==> src/rtl/pc_redirect_unit.sv <==
// Fetch PC unit: selects trap vector > taken branch > PC+4 and defers redirects across stalls.
// Optional branch statistics counters are enabled with `define BRANCH_STATS_EN.
module pc_redirect_unit #(
  parameter logic [31:0] RESET_PC = 32'h0000_0000,
  parameter int unsigned CNT_W    = 32
) (
  input  logic        clk,
  input  logic        rst_n,
  input  logic        stall_i,
  input  logic        ex_valid_i,
  input  logic        br_taken_i,
  input  logic [31:0] br_target_i,
  input  logic        trap_i,
  input  logic [31:0] trap_vec_i,
  output logic [31:0] pc_o,
  output logic        flush_o,
  output logic        misalign_o,
  output logic [31:0] misalign_addr_o,
`ifdef BRANCH_STATS_EN
  output logic [CNT_W-1:0] taken_cnt_o,
  output logic [CNT_W-1:0] not_taken_cnt_o,
  output logic [CNT_W-1:0] redirect_cnt_o,
`endif
  output logic        pend_o
);

  localparam int unsigned XLEN = 32;
  localparam logic [0:0] S_RUN  = 1'b0;
  localparam logic [0:0] S_PEND = 1'b1;

  logic [0:0]      state, state_n;
  logic [XLEN-1:0] pend_tgt, pend_tgt_n;
  logic [XLEN-1:0] pc_n, mis_addr_n, target;
  logic            mis_n, flush, br_taken_any, br_req, bad_br, req;

  assign br_taken_any = ex_valid_i & br_taken_i;
  assign br_req       = br_taken_any & (br_target_i[1:0] == 2'b00);
  assign bad_br       = br_taken_any & (br_target_i[1:0] != 2'b00);
  assign req          = trap_i | br_req;
  assign target       = trap_i ? trap_vec_i : br_target_i;

  // Flush and pend are forced low while reset is being sampled.
  assign flush_o = flush & rst_n;
  assign pend_o  = (state == S_PEND) & rst_n;

  always_ff @(posedge clk) begin
    if (!rst_n) begin
      state           <= S_RUN;
      pc_o            <= RESET_PC;
      pend_tgt        <= '0;
      misalign_o      <= 1'b0;
      misalign_addr_o <= '0;
    end else begin
      state           <= state_n;
      pc_o            <= pc_n;
      pend_tgt        <= pend_tgt_n;
      misalign_o      <= mis_n;
      misalign_addr_o <= mis_addr_n;
    end
  end

  always_comb begin
    state_n    = state;
    pc_n       = pc_o;
    pend_tgt_n = pend_tgt;
    flush      = 1'b0;
    mis_n      = 1'b0;
    mis_addr_n = misalign_addr_o;
    case (state)
      S_RUN: begin
        if (req && !stall_i) begin
          pc_n  = target;
          flush = 1'b1;
        end else if (req) begin
          pend_tgt_n = target;
          state_n    = S_PEND;
        end else if (!stall_i) begin
          pc_n = pc_o + XLEN'(4);
        end
        // A stalled bad branch is re-presented, so report it only when it moves on.
        if (bad_br && !stall_i) begin
          mis_n      = 1'b1;
          mis_addr_n = br_target_i;
        end
      end
      S_PEND: begin
        if (trap_i) pend_tgt_n = trap_vec_i;
        if (!stall_i) begin
          pc_n    = trap_i ? trap_vec_i : pend_tgt;
          flush   = 1'b1;
          state_n = S_RUN;
        end
      end
      default: state_n = S_RUN;
    endcase
  end

`ifdef BRANCH_STATS_EN
  always_ff @(posedge clk) begin
    if (!rst_n) begin
      taken_cnt_o     <= '0;
      not_taken_cnt_o <= '0;
      redirect_cnt_o  <= '0;
    end else begin
      if (state == S_RUN && br_taken_any && !stall_i) taken_cnt_o <= taken_cnt_o + CNT_W'(1);
      if (ex_valid_i && !br_taken_i && !stall_i) not_taken_cnt_o <= not_taken_cnt_o + CNT_W'(1);
      if (flush) redirect_cnt_o <= redirect_cnt_o + CNT_W'(1);
    end
  end
`endif

endmodule

==> config.mk <==
export PLATFORM = sky130hd
export DESIGN_NAME = pc_redirect_unit
export DESIGN_NICKNAME = d
export VERILOG_FILES = /design/src/rtl/pc_redirect_unit.sv
export SDC_FILE = /design/constraint.sdc
export NUM_CORES = 1
export LEC_CHECK = 0
export CORE_MARGIN = 2
export CORE_UTILIZATION = 32
export CTS_BUF_LIST = sky130_fd_sc_hd__clkbuf_16
export CTS_CLUSTER_SIZE = 25
export DETAILED_ROUTE_END_ITERATION = 6
export DONT_BUFFER_PORTS = 1
export PLACE_DENSITY = 0.49
export SYNTH_ARGS = -nofsm -noshare
export SYNTH_HDL_FRONTEND = slang
export SYNTH_SLANG_ARGS = --single-unit
==> constraint.sdc <==
create_clock -name clk -period 5.65 [get_ports clk]
set_clock_uncertainty 0.05 [all_clocks]
set_input_delay 1.13 -clock clk [delete_from_list [all_inputs] [get_ports clk]]
set_output_delay 1.13 -clock clk [all_outputs]
set_load 0.01 [all_outputs]
==> metrics.yaml, run 1 <==
outcome: "completed"
crit_type: "input pin to output port"
postSynthCellCount: 657
drcViolationCount: 0
wl_per_cell_um: 21.8
final-setup-viol-count: 0
drv_cap: 0
syn-mean-instance-area_um2: 8.36
route.antenna.remaining_nets: 0
hp-start: "pend_tgt[14]"
pre_cts_slack_ns: 2.21
slew-limit-headroom_pct: 6.54
diodes: 0
setup_tns_ns: 0
power_leakage_uw: 0.00204
ios: 137
drtIter0Drc: 601
worstPathRequired_ns: 4.47
grt.met3_usage_pct: 6.04
std_cell_rows: 47
drt-pass1-iter-count: 6
clockBufferDepth: 2
hold_viol_final: 0
cts_tree: "yes"
synth_edf_count: 0
syn_to_final_growth_pct: 6.29
clkTransAtPathRegs_ns: 0.07
cts_root_buf: "clkbuf_16"
hp-class: "flip-flop to flip-flop"
synth_area_leaders: "dfxtp_1 (36%), mux2i_1 (9.3%), nand2_1 (7.9%), a222oi_1 (5.3%), a21boi_0 (4.4%)"
layout_setup_ws_ns: 2.24
ys.warnings.count: 0
slew_violations: 0
place_congestion: 0.837
antenna_found_initial: 0
rsz0062_at_grt: "no"
synth_top_area_share_pct: 35.7
met2_usage_pct: 30.5
fin_crit_sh_pct: 60.3
ctsHtreeMaxLevel: 3
cts-buffers-inserted: 9
ys_ff_latch: 98
r2r-start: "state"
grt-busiest-layer: "met2"
via_count: 4898
synthFlopType: "dfxtp_1"
synth_commonest_cells: "nand2_1 (116), dfxtp_1 (98), mux2i_1 (51), o21ai_0 (44), a21oi_1 (38)"
yosys.area.top_type: "dfxtp_1"
synthArstFlopShare_pct: 0
use_met1_pct: 27.8
startpoint: "br_target_i[1]"
cp_max_fo: 8
fill_cells: 1789
fin_nets: 691
coreArea_mm2: 0.0167
grt_usage_pct: 20.2
synth_sequential_area_ratio_pct: 35.7
report.power.total_uw: 1540
cp-start-kind: "input pin"
post_drt_via_cell_ratio: 5.80
grt_start_max_net_pins: 104
clk_latency_ns: 0.35
period_minus_slack_ns: 3.41
ctsResizeCount: 0
cts_hold_buf: 0
port_buffers: 0
grt_first_pass_wirelength_um: 28300
p_per_area_mw_per_mm2: 265
cp.arrival_ns: 2.23
die_h_um: 135
netlist_area_mm2: 0.00549
cp-end-kind: "output port"
hpwl_um: 12900
grt_overflow_total: 0
worstMarginPinSlew_ns: 1.39
start_util_pct: 32.9
yosysUniqueCellTypes: 66
syn_nets: 728
synth_most_common_cell: "nand2_1"
ir_worst_vdd_mv: 0.120
cts.sinks: 98
routed_wl_um: 18400
whs_ns: 0.413
die_area_mm2: 0.0182
first_global_vias: 4736
die_w_um: 135
drive_above_1_share_pct: 7.52
post_cts_buffers: 0
fmax_mhz: 293
## cell type report
type,instances,area [µm²],area share (%)
Clock inverter,7,47.5,0.815
Inverter,8,30.0,0.514
Clock buffer,9,225,3.86
Sequential cell,98,1960,33.6
Multi-Input combinational cell,497,3250,55.7
Tap cell,220,275,4.72
Timing Repair Buffer,6,45.0,0.772
## path summary, 6_finish.rpt
path / end / slack, ns / cells past startpoint
worst max-delay path: flush_o / 2.24 / 4
worst min register to register: pend_tgt[14] / 0.41 / 2
worst min-delay path: pend_tgt[14] / 0.41 / 2
worst max register to register: pc_o[29] / 2.64 / 5
## routing by layer
metal	wire length, µm	part of all wire (%)
met1	8290	45
met2	8300	45
met3	1560	8.5
met4	276	1.5
met5	0	0
## flip-flops by register name, summed over array words and instances (netlist names)
| signal | count |
|---|---|
| misalign_addr_o | 32 |
| misalign_o | 1 |
| pc_o | 32 |
| pend_tgt | 32 |
| state | 1 |
## placed cells by master, fill, tap and decap left out, drive strengths merged, types with 2 or more instances in the layout
| cell type | instances |
|---|---|
| o31a | 2 |
| a31o | 2 |
| a21boi | 35 |
| nand2 | 116 |
| a211oi | 3 |
| a21oi | 39 |
| or3 | 2 |
| nor2b | 33 |
| and2 | 5 |
| clkbuf | 9 |
| buf | 6 |
| a222oi | 29 |
| o21a | 2 |
| a32o | 3 |
| inv | 9 |
| a211o | 2 |
| dfxtp | 98 |
| nor2 | 19 |
| o2bb2ai | 3 |
| mux2i | 51 |
| xor2 | 10 |
| xnor2 | 8 |
| o21ai | 44 |
| and3 | 4 |
| mux2 | 7 |
| o221ai | 6 |
| nor4 | 7 |
| nand4 | 14 |
| nor3 | 8 |
| nand2b | 4 |
| and4 | 3 |
| clkinv | 5 |
| a31oi | 3 |
| o22ai | 2 |
| nand3 | 16 |
| o211ai | 2 |
## stage by stage
step | area [µm²] | utilization, % | instances
global route | 5840 | 34.9 | 845
floorplan | 5490 | - | 657
detailed placement | 5560 | 33.3 | 829
global placement | 5560 | 33.3 | 829
CTS | 5840 | 34.9 | 845
finish | 5840 | 34.9 | 845
## where the power goes
part / total (µW) / switching [µW] / internal, µW
sequential: 785 / 59.2 / 726
combinational: 176 / 92.0 / 84.3
clock: 582 / 284 / 298
## critical path: stages
cell and delay, ns:
nand4bb_1 0.32, nand2_1 0.35, nor2_1 0.10, nor2_1 0.33
## logic make-up after synthesis
group                    after synthesis  share of synthesized area [%]
AO/OA/AOI/OAI                        184                           23.3
multiplexers                          58                           10.7
buffers and inverters                 62                           5.40
adder cells (fa/ha/maj)                1                          0.228
XOR/XNOR                              18                           2.87
AND/OR/NAND/NOR                      236                           21.8
flip-flops                            98                           35.7
No activity file was read; power rests on OpenSTA's default activity.
==> inputs of run 2 (changes only) <==
--- a/config.mk
+++ b/config.mk
@@ -11,7 +11,7 @@
 export CTS_CLUSTER_SIZE = 25
 export DETAILED_ROUTE_END_ITERATION = 6
 export DONT_BUFFER_PORTS = 1
-export PLACE_DENSITY = 0.49
+export PLACE_DENSITY = 0.5
 export SYNTH_ARGS = -nofsm -noshare
 export SYNTH_HDL_FRONTEND = slang
 export SYNTH_SLANG_ARGS = --single-unit
==> constraint.sdc (replaced) <==
create_clock -name clk -period 3.08 [get_ports clk]
set_clock_uncertainty 0.05 [all_clocks]
set_input_delay 0.616 -clock clk [delete_from_list [all_inputs] [get_ports clk]]
set_output_delay 0.616 -clock clk [all_outputs]
set_load 0.01 [all_outputs]
==> metrics.yaml, run 2 (synthesized netlist as in run 1, its figures left out) <==
clk_latency_ns: 0.35  # about the same
period_minus_slack_ns: 2.42
cp.arrival_ns: 1.76  # was 2.23 ns
drcViolationCount: 8  # was 0
slew_violations: 0  # unchanged
clkTransAtPathRegs_ns: 0.07  # about the same
drive_above_1_share_pct: 8.24  # was 7.52%
die_h_um: 135  # unchanged
coreArea_mm2: 0.0167  # unchanged
slew-limit-headroom_pct: 27.0  # was 6.54%
die_area_mm2: 0.0182  # unchanged
final-setup-viol-count: 0  # unchanged
p_per_area_mw_per_mm2: 507  # was 265 mW/mm²
drtIter0Drc: 536  # was 601
startpoint: "br_target_i[1]"  # unchanged
wl_per_cell_um: 21.5  # was 21.8 µm
max_stage_delay_ns: 0.37  # was 0.35 ns
ir_worst_vdd_mv: 0.241  # was 0.120 mV
final_cell_mix: "nand2_1 (116), dfxtp_1 (98), mux2i_1 (51)"  # unchanged
hpwl_um: 13100  # was 12900 µm
ctsHtreeMaxLevel: 3  # unchanged
hold_viol_final: 0  # unchanged
ff2ff_path_depth: 5  # unchanged
cts_tree: "yes"  # unchanged
critPathSlowestCell: "nand2_1"  # unchanged
via_count: 4978  # was 4898
cts.sinks: 98  # unchanged
r2r-start: "pc_o[4]"  # was state
endpoint: "flush_o"  # unchanged
worstPathRequired_ns: 2.41  # was 4.47 ns
drv_cap: 0  # unchanged
swShare_pct: 26.8  # was 28.2%
cts_hold_buf: 0  # unchanged
syn_to_final_growth_pct: 8.18  # was 6.29%
fin_crit_sh_pct: 78.7
route.antenna.remaining_nets: 0  # unchanged
clockPowerShare_pct: 41.2  # was 37.7%
layout_commonest_cell: "nand2_1"  # unchanged
place_congestion: 0.811  # was 0.837
diodes: 0  # unchanged
post_drt_via_cell_ratio: 5.85  # was 5.80
rsz0062_at_grt: "no"  # unchanged
worstMarginPinSlew_ns: 1.09  # was 1.39 ns
largest_registers: "misalign_addr_o (32), pc_o (32), pend_tgt (32)"  # unchanged
grt_usage_pct: 19.9  # was 20.2%
whs_ns: 0.333  # was 0.413 ns
setup_tns_ns: 0  # unchanged
fin_nets: 697  # was 691
crit_type: "input pin to output port"  # unchanged
grt_first_pass_wirelength_um: 28000  # was 28300 µm
outcome: "finished, violations left"  # was completed
antenna_found_initial: 0  # unchanged
internal_power_uw: 2210  # was 1110 µW
start_util_pct: 32.9  # unchanged
r2r_slack_ns: 0.79  # was 2.64 ns
clockBufferDepth: 2  # unchanged
crit_top_cell: "nor2_1"  # unchanged
cp-end-kind: "output port"  # unchanged
die_w_um: 135  # unchanged
p_comb_share_pct: 11.3  # was 11.4%
seq_power_share_pct: 47.5  # was 50.9%
grt_overflow_total: 0  # unchanged
port_buffers: 0  # unchanged
std_cell_rows: 47  # unchanged
first_global_vias: 4643  # was 4736
hp-class: "input pin to flip-flop"  # was flip-flop to flip-flop
fill_cells: 1768  # was 1789
power_leakage_uw: 0.00209  # was 0.00204 µW
ctsResizeCount: 0  # unchanged
fmax_mhz: 413
grt_start_max_net_pins: 104  # unchanged
ios: 137  # unchanged
cts_root_buf: "clkbuf_16"  # unchanged
routed_wl_um: 18300  # was 18400 µm
cp-start-kind: "input pin"  # unchanged
violations: "DRC"
drt-pass1-iter-count: 7  # was 6
cp_max_fo: 8  # unchanged
crit_chain: "nand4bb_1, nand2_1, nor2_1, nor2_1"  # unchanged
cts-buffers-inserted: 9  # unchanged
rr_endpoint: "pc_o[21]"  # was pc_o[29]
p_switching_uw: 807  # was 436 µW
post_cts_buffers: 0  # unchanged
-- run 2: per-layer routing --
layer	GRT usage (%)	wire length [µm]	up-vias
met2	29.8	8200	215
met4	7.52	359	0
met1	27.8	8010	2410
met5	0	0	-
met3	4.69	1740	20
li1	-	-	2333
-- run 2: cell type report --
class                      count  area [µm²]  share of cell area, %
inverter                       8        30.0                  0.505
sequential                    98        1960                   33.0
timing repair buffer          12         103                   1.73
tap                          220         275                   4.63
clock buffer                   9         225                   3.79
multi-input combinational    497        3250                   54.7
clock inverter                 7        93.8                   1.58
-- run 2: worst min path at each step --
stage / startpoint / end / slack, ns / depth (start not counted)
2_1_floorplan: pend_tgt[14] / pend_tgt[14] / 0.37 / 2
3_3_place_gp: pend_tgt[14] / pend_tgt[14] / 0.39 / 2
3_5_place_dp: pend_tgt[14] / pend_tgt[14] / 0.39 / 2
4_1_cts: rst_n / pc_o[11] / 0.32 / 2
5_1_grt: rst_n / pend_tgt[12] / 0.35 / 1
6_report: stall_i / state / 0.33 / 2
-- run 2: power by group through the flow --
stage	Combinational (µW)	Clock (µW)	Sequential, µW
floorplan	307	0	1430
global placement	334	0	1460
detailed placement	338	0	1460
CTS	340	1260	1430
global route	378	1320	1440
finish	341	1240	1430
-- run 2: stage by stage --
stage          worst slack [ns]  area (µm²)  util, %  cells  total power, µW
6_report                  0.656        5940     35.6    851             3010
2_1_floorplan              1.06        5490        -    657             1740
4_1_cts                   0.670        5940     35.6    851             3030
3_3_place_gp              0.691        5620     33.7    835             1790
5_1_grt                   0.625        5940     35.6    851             3140
3_5_place_dp              0.661        5620     33.7    835             1800
-- run 2: worst max-delay path: cells and delay by family --
family        cells  cell delay, ns
simple gates      4            1.14
==> inputs of run 3 (changes only) <==
--- a/config.mk
+++ b/config.mk
@@ -11,7 +11,7 @@
 export CTS_CLUSTER_SIZE = 25
 export DETAILED_ROUTE_END_ITERATION = 6
 export DONT_BUFFER_PORTS = 1
-export PLACE_DENSITY = 0.5
+export PLACE_DENSITY = 0.49
 export SYNTH_ARGS = -nofsm -noshare
 export SYNTH_HDL_FRONTEND = slang
 export SYNTH_SLANG_ARGS = --single-unit
==> constraint.sdc (replaced) <==
create_clock -name clk -period 2.5 [get_ports clk]
set_clock_uncertainty 0.05 [all_clocks]
set_input_delay 0.5 -clock clk [delete_from_list [all_inputs] [get_ports clk]]
set_output_delay 0.5 -clock clk [all_outputs]
set_load 0.01 [all_outputs]
==> metrics.yaml, run 3 (synthesized netlist as in run 1, its figures left out) <==
hp-class: "input pin to flip-flop"  # unchanged
die_area_mm2: 0.0182  # unchanged
ir_worst_vdd_mv: 0.281  # was 0.241 mV
antenna_found_initial: 0  # unchanged
std_cell_rows: 47  # unchanged
hpwl_um: 13200  # was 13100 µm
cp.arrival_ns: 2.32  # was 1.76 ns
first_global_vias: 4793  # was 4643
cp-start-kind: "flip-flop"  # was input pin
grt_start_max_net_pins: 104  # unchanged
clockBufferDepth: 2  # unchanged
coreArea_mm2: 0.0167  # unchanged
power_leakage_uw: 0.00216  # was 0.00209 µW
fin_nets: 712  # was 697
port_buffers: 0  # unchanged
final_cells: 866  # was 851
clkTransAtPathRegs_ns: 0.07  # about the same
rsz0062_at_grt: "no"  # unchanged
crit_chain: "nand4_2, nor4_4, nand4_1, xnor2_1, o31a_1"  # was nand4bb_1, nand2_1, nor2_1, nor2_1
worstMarginPinSlew_ns: 0.707  # was 1.09 ns
dp_cells: 850  # was 835
critPathSlowestCell: "nor4_4"  # was nand2_1
critical_path.top_delay_family: "simple AND/OR/NAND/NOR gates"  # unchanged
cp_num_buf_inv: 0  # unchanged
cts_hold_buf: 0  # unchanged
drive_above_1_share_pct: 10.4  # was 8.24%
ios: 137  # unchanged
syn_to_final_growth_pct: 10.0  # was 8.18%
ff2ff_path_depth: 5  # unchanged
min_to: "pc_o[11]"  # was state
cp-end-kind: "flip-flop"  # was output port
grt_first_pass_wirelength_um: 28300  # was 28000 µm
drtIter0Drc: 526  # was 536
wl_per_cell_um: 21.5  # about the same
clk_latency_ns: 0.35  # about the same
routed_wl_um: 18600  # was 18300 µm
via_count: 5046  # was 4978
pre_cts_slack_ns: 0.217  # was 0.661 ns
p_per_area_mw_per_mm2: 601  # was 507 mW/mm²
cts_root_buf: "clkbuf_16"  # unchanged
rr_endpoint: "pc_o[28]"  # was pc_o[21]
cp_max_fo: 8  # unchanged
place_congestion: 0.857  # was 0.811
whs_ns: 0.221  # was 0.333 ns
design_area_mm2: 0.00604  # was 0.00594 mm²
outcome: "completed"  # was finished, violations left
grt_overflow_total: 0  # unchanged
largest_registers: "misalign_addr_o (32), pc_o (32), pend_tgt (32)"  # unchanged
die_h_um: 135  # unchanged
startpoint: "pc_o[10]"  # was br_target_i[1]
drcViolationCount: 0  # was 8
drt-pass1-iter-count: 6  # was 7
grt_usage_pct: 20.2  # was 19.9%
route.antenna.remaining_nets: 0  # unchanged
final-setup-viol-count: 0  # unchanged
layout_setup_ws_ns: 0.374  # was 0.656 ns
fin_crit_sh_pct: 85.1
crit_type: "flip-flop to flip-flop"  # was input pin to output port
post_drt_via_cell_ratio: 5.83  # was 5.85
hp-start: "rst_n"  # was stall_i
period_minus_slack_ns: 2.13
cts-buffers-inserted: 9  # unchanged
fill_cells: 1715  # was 1768
setup_tns_ns: 0  # unchanged
ctsHtreeMaxLevel: 3  # unchanged
start_util_pct: 32.9  # unchanged
hold_viol_final: 0  # unchanged
placed_area_mm2: 0.00575  # was 0.00562 mm²
die_w_um: 135  # unchanged
fmax_mhz: 470
drv_cap: 0  # unchanged
worstPathRequired_ns: 2.69  # was 2.41 ns
r2r_slack_ns: 0.37  # was 0.79 ns
min_path_cells: 2  # unchanged
ctsResizeCount: 0  # unchanged
slew_violations: 0  # unchanged
layout_commonest_cell: "nand2_1"  # unchanged
max_stage_delay_ns: 0.54  # was 0.37 ns
cts.sinks: 98  # unchanged
cts_tree: "yes"  # unchanged
post_cts_buffers: 0  # unchanged
r2r-start: "pc_o[10]"  # was pc_o[4]
diodes: 0  # unchanged
final_cell_mix: "nand2_1 (116), dfxtp_1 (98), mux2i_1 (51)"  # unchanged
slew-limit-headroom_pct: 52.9  # was 27.0%
[run 3: area by class of cell]
cell class	count	area, µm²	area share, %
Sequential cell	98	1960	32.5
Tap cell	220	275	4.55
Timing Repair Buffer	27	228	3.77
Clock buffer	9	225	3.73
Clock inverter	7	71.3	1.18
Inverter	8	30.0	0.497
Multi-Input combinational cell	497	3250	53.8
[run 3: how the worst max path moves through the flow]
stage	cells past startpoint	to
final	5	pc_o[28]
after global routing	5	pc_o[28]
after CTS	5	pc_o[28]
after detailed placement	6	pend_tgt[30]
after global placement	6	pend_tgt[31]
after floorplan	6	pc_o[28]
[run 3: report_power, final]
group / leakage (µW) / total (µW) / internal, µW / switching (µW)
logic: 0.00121 / 453 / 213 / 240
registers: 0.000801 / 1750 / 1640 / 108
clock network: 0.000144 / 1430 / 776 / 656
total: 0.00216 / 3630 / 2630 / 1000
[run 3: metrics by stage]
| step | power [µW] | utilization [%] |
|---|---|---|
| 3_3_place_gp | 2220 | 34.4 |
| 2_1_floorplan | 2140 | - |
| 3_5_place_dp | 2240 | 34.4 |
| 5_1_grt | 3780 | 36.2 |
| 6_report | 3630 | 36.2 |
| 4_1_cts | 3660 | 36.2 |
[run 3: routing by layer]
| metal | global-route usage, % | part of all wire, % |
|---|---|---|
| met2 | 29.5 | 43 |
| met1 | 27.9 | 45 |
| met5 | 0 | 0 |
| met3 | 5.89 | 9.7 |
| met4 | 7.99 | 2.7 |
